### config.mk
export PLATFORM = sky130hd
export DESIGN_NAME = clock_switcher
export DESIGN_NICKNAME = d
export VERILOG_FILES = /design/src/rtl/clock_switcher.sv
export SDC_FILE = /design/constraint.sdc
export NUM_CORES = 1
export LEC_CHECK = 0
export CAP_MARGIN = 10
export CORE_ASPECT_RATIO = 0.7
export CORE_MARGIN = 4
export CORE_UTILIZATION = 38
export DETAILED_ROUTE_END_ITERATION = 10
export GPL_ROUTABILITY_DRIVEN = 0
export HOLD_SLACK_MARGIN = 0.12
export PLACE_DENSITY = 0.59
export SYNTH_ARGS = -nofsm -noshare
export SYNTH_HDL_FRONTEND = slang
export SYNTH_SLANG_ARGS = --single-unit
### constraint.sdc
create_clock -name clk -period 1.5 [get_ports clk]
set_input_delay 0.375 -clock clk [delete_from_list [all_inputs] [get_ports clk]]
set_output_delay 0.375 -clock clk [all_outputs]
set_load 0.1 [all_outputs]
### src/rtl/clock_switcher.sv
// clock_switcher: slave heartbeat monitor plus glitch-free clock-mux handoff sequencer on the master clock.
// Optional CLOCK_SWITCHER_AUTO_FALLBACK_EN: automatic return to master when the active slave goes bad.
module clock_switcher #(
   parameter int SYNC_STAGES = 2,
   parameter int BAD_TIMEOUT = 64,
   parameter int GOOD_EDGES  = 16,
   parameter int GATE_CYCLES = 4
) (
   input  logic clk,
   input  logic rst_n,
   input  logic slaveHeartbeat,
   input  logic clockSwitch,
   output logic activeClock,
   output logic slaveClockBad,
   output logic clockSelect,
   output logic clockEnable,
   output logic switching
);
   localparam int GW = $clog2(BAD_TIMEOUT + 1);
   localparam int NW = $clog2(GOOD_EDGES + 1);
   localparam int CW = $clog2(GATE_CYCLES + 1);
   localparam logic [GW-1:0] GAP_MAX   = GW'(BAD_TIMEOUT);
   localparam logic [GW-1:0] GAP_LAST  = GW'(BAD_TIMEOUT - 1);
   localparam logic [NW-1:0] GOOD_LAST = NW'(GOOD_EDGES - 1);
   localparam logic [CW-1:0] GATE_LOAD = CW'(GATE_CYCLES - 1);

   typedef enum logic [1:0] {IDLE, GATE_OFF, GATE_ON} state_t;

   logic [SYNC_STAGES-1:0] sync_q;
   logic hb_prev, hb_edge, timeout;
   logic [GW-1:0] gap_cnt;
   logic [NW-1:0] good_cnt;
   state_t state, state_d;
   logic [CW-1:0] gate_cnt, gate_cnt_d;
   logic target, target_d, sel_d, en_d, act_d, start, abort;

   assign hb_edge = sync_q[SYNC_STAGES-1] ^ hb_prev;
   // an edge in the timeout cycle suppresses the bad declaration
   assign timeout = !hb_edge && gap_cnt == GAP_LAST;

   always_ff @(posedge clk or negedge rst_n)
      if (!rst_n) begin
         sync_q        <= '0;
         hb_prev       <= 1'b0;
         gap_cnt       <= '0;
         good_cnt      <= '0;
         slaveClockBad <= 1'b1;
      end else begin
         sync_q  <= {sync_q[SYNC_STAGES-2:0], slaveHeartbeat};
         hb_prev <= sync_q[SYNC_STAGES-1];
         gap_cnt <= hb_edge ? '0 : (gap_cnt == GAP_MAX ? gap_cnt : gap_cnt + 1'b1);
         if (timeout) begin
            slaveClockBad <= 1'b1;
            good_cnt      <= '0;
         end else if (hb_edge && slaveClockBad) begin
            good_cnt <= good_cnt + 1'b1;
            if (good_cnt == GOOD_LAST) slaveClockBad <= 1'b0;
         end
      end

   always_comb begin
      state_d    = state;
      gate_cnt_d = gate_cnt;
      target_d   = target;
      sel_d      = clockSelect;
      en_d       = clockEnable;
      act_d      = activeClock;
`ifdef CLOCK_SWITCHER_AUTO_FALLBACK_EN
      start = (clockSwitch && (activeClock || !slaveClockBad)) || (activeClock && slaveClockBad);
`else
      start = clockSwitch && (activeClock || !slaveClockBad);
`endif
      abort = target && slaveClockBad;
      case (state)
         IDLE:
            if (start) begin
               state_d    = GATE_OFF;
               gate_cnt_d = GATE_LOAD;
               target_d   = !activeClock;
               en_d       = 1'b0;
            end
         GATE_OFF:
            if (abort || gate_cnt == '0) begin
               state_d    = GATE_ON;
               gate_cnt_d = GATE_LOAD;
               sel_d      = abort ? clockSelect : target;
            end else gate_cnt_d = gate_cnt - 1'b1;
         GATE_ON:
            if (gate_cnt == '0) begin
               state_d = IDLE;
               en_d    = 1'b1;
               act_d   = clockSelect;
            end else gate_cnt_d = gate_cnt - 1'b1;
         default: state_d = IDLE;
      endcase
   end

   always_ff @(posedge clk or negedge rst_n)
      if (!rst_n) begin
         state       <= IDLE;
         gate_cnt    <= '0;
         target      <= 1'b0;
         clockSelect <= 1'b0;
         clockEnable <= 1'b1;
         activeClock <= 1'b0;
         switching   <= 1'b0;
      end else begin
         state       <= state_d;
         gate_cnt    <= gate_cnt_d;
         target      <= target_d;
         clockSelect <= sel_d;
         clockEnable <= en_d;
         activeClock <= act_d;
         switching   <= state_d != IDLE;
      end
endmodule

After elaboration in Yosys (flattened, before gate mapping)
Index checks and enable logic that the tools add are counted.
{ "op_classes": {"reduce_logical": 22, "n_eq_ne": 9, "bitwise_logic": 2, "n_addsub": 3, "mux": 18} }
{ "ops": {"columns": ["operator", "count"], "rows": [
  ["$mux W7", 2],
  ["$mux W5", 2],
  ["$mux W3", 3],
  ["$pmux W3 S3", 1],
  ["$reduce_and A3 Y1", 3],
  ["$ne A2 B2 Y1 const B", 4],
  ["$reduce_bool A2 Y1", 4],
  ["$add A7 B1 Y7 const B", 1],
  ["$eq A7 B6 Y1 const B", 1],
  ["$eq A7 B7 Y1 const B", 1],
  ["$mux W2", 3],
  ["$pmux W2 S3", 1],
  ["$reduce_and A2 Y1", 3],
  ["$add A5 B1 Y5 const B", 1],
  ["$eq A5 B4 Y1 const B", 1],
  ["$mux W1", 5],
  ["$logic_and A1 B1 Y1", 4],
  ["$logic_not A1 Y1", 3],
  ["$logic_not A3 Y1", 1],
  ["$reduce_bool A3 Y1", 1],
  ["$sub A3 B1 Y3 const B", 1],
  ["$eq A2 B1 Y1 const B", 1],
  ["$eq A2 B2 Y1 const B", 1],
  ["$logic_not A2 Y1", 1],
  ["other kinds (4)", 5]
]} }
{ "totals": {"word_cells": 66, "reg_bits": 26, "input_bits": 4} }

Logic depth before layout (Yosys ltp)
Gate-level depths: netlist of run 1.
{ "depth": {"depth_word": 6, "ltp_mapped": 7, "mapped_depth_nobuf": 6} }

Worst setup path before layout of run 1
OpenSTA, ideal clock, no wires.
{ "synth_timing": {"path_type": "reg-to-reg", "start": "register slaveClockBad", "end": "register switching", "required_time_ns": 1.435, "setup_time_ns": 0.065, "setup_slack_ns": -0.308, "arrival_ns": 1.743, "stages_incl_launch_ff": 6, "period_less_slack_ns": 1.808, "path_buffers": 1, "cell_sequence": "dfstp_2 buf_6 nand2b_4 a21o_4 a2111oi_4 or2_1"} }
{ "synth_via": {"elab_chain_len": 6, "word_cells_on_any_way": 9, "cone_classes": "mux (3); reduce/logical (6)"} }
{ "synth_lines": {"columns": ["element", "line_no", "source"], "rows": [
  ["from (decl)", "14", "output logic slaveClockBad,"],
  ["from (signal assigned)", "47", "slaveClockBad <= 1'b1;"],
  ["from (signal assigned)", "53", "slaveClockBad <= 1'b1;"],
  ["from (signal assigned)", "57", "if (good_cnt == GOOD_LAST) slaveClockBad <= 1'b0;"],
  ["$logic_not A1 Y1", "71", "start = clockSwitch && (activeClock || !slaveClockBad);"],
  ["$logic_or A1 B1 Y1", "71", null],
  ["$logic_and A1 B1 Y1", "71", null],
  ["$mux W2", "76", "if (start) begin"],
  ["$pmux W2 S3 *", "74", "case (state)"],
  ["via state_d[1]", "33", "state_t state, state_d;"],
  ["$reduce_bool A2 Y1 *", "114", "switching <= state_d != IDLE;"],
  ["to (signal assigned)", "106", "switching <= 1'b0;"],
  ["to (signal assigned)", "114", null],
  ["to (decl)", "17", "output logic switching"]
]} }
Mark *: on every way through the listed nets, which the timed path passes. The rest lies on a longest branch.
A chain may end at the register's enable or synchronous reset.

Worst setup path after layout of run 1
{ "layout_timing": {"start": "register slaveClockBad", "end": "output port slaveClockBad"} }
No word-level cell between the ends.

==> results by stage, run 1 <==
Logic synthesis:
- The post-synthesis average cell area is 10.5 µm².
- The combined area of all synthesized cells is ~1400 µm².
- The share of the Yosys chip area taken by registers is 46.0%.
- Ranked by total cell area, the synthesized netlist is headed by dfrtp_1 42%, ha_1 8.8%, dfstp_2 3.7%.
- The most area-hungry cell type in the Yosys netlist is dfrtp_1.
- The commonest register cell after synthesis is dfrtp_1.
- In this run, synthesis produced a sequential element count of 26.
- By count the netlist is led by 24 x dfrtp_1, 10 x ha_1, 10 x inv_1.
- The most common cell in the synthesized netlist is dfrtp_1.
- The number of library cell types mapped by synthesis is 48.
- The synthesized design contains 0 enable-type register cells.
- The count of synthesis-stage warnings from yosys is 0.
- The area fraction of the dominant cell type after synthesis is 42.3%.
- The post-synthesis cell count is 136.
- The number of nets handed over by synthesis was 150.
- The async set-reset flop share out of synthesis is between 90% and 100%.

Timing:
- The post-layout minimum cycle time is around 1.5 ns.
- The transition time at the pin with the least slew margin is 0.347 ns.
- The number of slew-limit violations in the final report came to 0.
- Of the available clock period, the critical path in the final layout requires 102%.
- Clock skew on the completed layout was measured at ~0.0062 ns.
- The worst setup slack after layout is -0.0314 ns.
- Setup violations remaining at the end of the flow were counted as 2.
- The remaining max-slew budget at the tightest pin is 76.9%.
- Derived from the worst setup path, the maximum achievable clock frequency is ~650 MHz.
- Adding up every negative setup slack in the final design gives -0.0609 ns.
- The number of hold-slack violations in the final timing report is 0.
- Setup repair after global routing could not meet its margin everywhere.
- The worst hold margin is 0.354 ns.

Critical path:
- Data on the critical path is required at its endpoint by 1.12 ns.
- The critical path runs through a total of 2 cells.
- The capture point of the worst path is slaveClockBad.
- Walking the worst path, the cells encountered are buf_6 -> buf_12.
- The critical path endpoint category is an output pin.
- Counting cells, the worst reg-to-reg path comes to 5.
- The capture instance of the worst register-to-register path is switching.
- The critical path buffer and inverter count is 2.
- The critical path is of the flip-flop to output pin type.
- Data arrives at the worst endpoint at between 1 and 1.5 ns.
- Of all nets on the critical path, the largest fanout is 2.
- The master of the slowest instance on the critical path is dfstp_4.
- The startpoint identified for the worst register-to-register timing path is slaveClockBad.
- STA classifies the critical path startpoint as a flip-flop.
- In this run the worst setup path begins at slaveClockBad.
- The dominant delay contributor by cell family on the critical path is flip-flops.
- For this run, the slowest stage of the critical path takes 0.63 ns.
- The register-to-register path setup slack is -0.03 ns.

Drt:
- The detailed router's first-iteration violation count is 37.
- The remaining design rule violation count is 0.
- The number of vias after detailed routing is about 1100.
- The number of vias per cell after detailed routing is roughly 5.0.
- The detail-routed net length per standard cell is between 10 and 15 µm.
- The number of detailed-route iterations in the first pass is 4.
- In this run the remaining antenna-violating nets after routing total 0.
- After detailed routing, the total wire length is a little under 3 mm.

Placement:
- The wire-length estimate of the detail-placed layout is 2.11 mm.
- Timing analysis after detailed placement gives a worst setup slack of -0.137 ns.
- The area of placed instances is 1720 µm².
- The quantity of I/O buffers inserted on ports is 8.

Clocking:
- At the later pin of the worst-skew pair, clock insertion delay measures approximately 0.26 ns.
- TritonCTS built the clock tree.
- After clock tree synthesis, the clock-pin slew on the worst setup and hold paths is 0.09 ns.
- In this run the number of H-tree levels came out at 1.
- Counting the buffers created by CTS gives 3.
- For this design, the sink count on the clock tree is 26.
- Clock tree synthesis selected as its root buffer the cell clkbuf_8.
- After clock tree synthesis, the flow added hold-fix buffers numbering 0.
- The number of buffers between clock root and the deepest sink is 2.

Cells and area:
- The utilization after layout is 53.8%.
- Summing all non-filler instances in the final layout gives an area of 1910 µm².
- The repair_antennas step left the layout with diodes totalling 0.
- In the final design database the tool counted 181 nets.
- The layout cell share with drive strength beyond 1 is a little over a third.
- Fill cells in the final layout number 325.
- The area growth from synthesis to layout is 34.6%.

Run status:
- The checks that failed: negative setup slack.
- The flow ran to the end, but the final reports show violations.

Global route:
- The number of global-route vias before repair is 1096.
- The first-pass GRT wire length is roughly 4.9 mm.
- Entering global routing, the biggest net connects 27 pins.
- The aggregate global routing overflow is 0.
- The initial antenna violation count came to 0.
- Global routing used 13.4% of the available tracks.

Worst hold path:
- The min-delay analysis places its worst path in the category flip-flop to flip-flop.

Power and ir drop:
- The leakage power is 0.825 nW.
- The worst-case IR drop observed on VDD is 0.000976 V.
- The power density relative to cell area is approximately 1500 nW/µm².

Die:
- Pin placement for this block handled 9 I/O pins.
- The core region area is around 3600 µm².
- The die covers about 4800 µm².
- The die is 81.1 µm wide.
- Row generation in the floorplan step produced 18 rows.
- The die is 59.2 µm tall.
- The effective utilization at floorplan is ~40%.

Flow run:
- The count of max-cap constraint violations is 0.
[layer usage]
metal	up-vias	part of all wire, %	global-route usage, %
met5	-	0	0
met4	0	0.52	1.93
met3	2	3.7	5.02
met2	16	45	21.5
met1	527	51	17.6
li1	534	-	-
[worst min-delay path by stage]
stage | start | end | slack, ns | depth (start not counted)
6_report | sync_q[0] | sync_q[1] | 0.35 | 0
3_3_place_gp | sync_q[0] | sync_q[1] | 0.34 | 0
2_1_floorplan | rst_n | activeClock | 0.08 | 0
5_1_grt | sync_q[0] | sync_q[1] | 0.37 | 0
3_5_place_dp | sync_q[0] | sync_q[1] | 0.34 | 0
4_1_cts | sync_q[0] | sync_q[1] | 0.36 | 0
[cell usage in the layout (no fill, tap or decap), drive strengths merged, types with 2 or more instances in the layout]
| master | count |
|---|---|
| mux2i | 3 |
| clkdlybuf4s50 | 3 |
| o21ai | 7 |
| nor2b | 3 |
| and2 | 2 |
| xor2 | 3 |
| nor2 | 7 |
| or2 | 2 |
| nand3b | 2 |
| nor3 | 2 |
| a31oi | 5 |
| buf | 28 |
| xnor2 | 2 |
| inv | 11 |
| nand2 | 9 |
| o22ai | 2 |
| clkbuf | 4 |
| nand3 | 7 |
| dfrtp | 24 |
| a21oi | 9 |
| ha | 10 |
| dfstp | 2 |
| nand2b | 2 |
| or3 | 2 |
[state kept, by name (all words and copies together) (netlist names)]
| signal | cells |
|---|---|
| hb_prev | 1 |
| clockEnable | 1 |
| slaveClockBad | 1 |
| activeClock | 1 |
| clockSelect | 1 |
| gate_cnt | 3 |
| sync_q | 2 |
| target | 1 |
| good_cnt | 5 |
| gap_cnt | 7 |
| state | 2 |
| switching | 1 |
[power breakdown]
part	switching [mW]	internal [mW]	total, mW
logic	0.797	0.659	1.46
registers	0.120	0.818	0.938
clock network	0.205	0.190	0.394
[metrics by stage]
step,total power [mW],instances
after floorplan,1.72,136
final,2.79,216
after detailed placement,2.19,207
after global routing,2.96,216
after CTS,2.68,214
after global placement,2.16,207
[area by class of cell]
cell class                 instances  area (µm²)  share of cell area (%)
clock buffer                       4        45.0                    2.35
timing repair buffer              31         318                    16.6
tap                               50        62.6                    3.27
sequential                        26         658                    34.4
inverter                          11        41.3                    2.16
multi-input combinational         94         788                    41.2
[kinds of logic after synthesis]
group | after synthesis | share of synthesized area (%)
compound gates | 32 | 16.1
xor+xnor | 5 | 3.61
fa+ha+maj | 10 | 8.80
buf+inv | 16 | 5.28
flops | 26 | 46.0
mux | 4 | 2.90
simple gates | 43 | 17.3
[repair_timing]
item / CTS / global route
resized for setup: 10 / 18
buffers inserted: 3 / 2
endpoints found under the setup margin: 5 / 12
pin swaps: 0 / 2
Note: power is estimated with default switching activity, not from simulation.
==> run 2, diff against run 1 <==
--- a/config.mk
+++ b/config.mk
@@ -13,6 +13,7 @@
 export GPL_ROUTABILITY_DRIVEN = 0
 export HOLD_SLACK_MARGIN = 0.12
 export PLACE_DENSITY = 0.59
+export SLEW_MARGIN = 20
 export SYNTH_ARGS = -nofsm -noshare
 export SYNTH_HDL_FRONTEND = slang
 export SYNTH_SLANG_ARGS = --single-unit
==> results of run 2 <==
Final layout, timing and power as in run 1 (identical DEF).
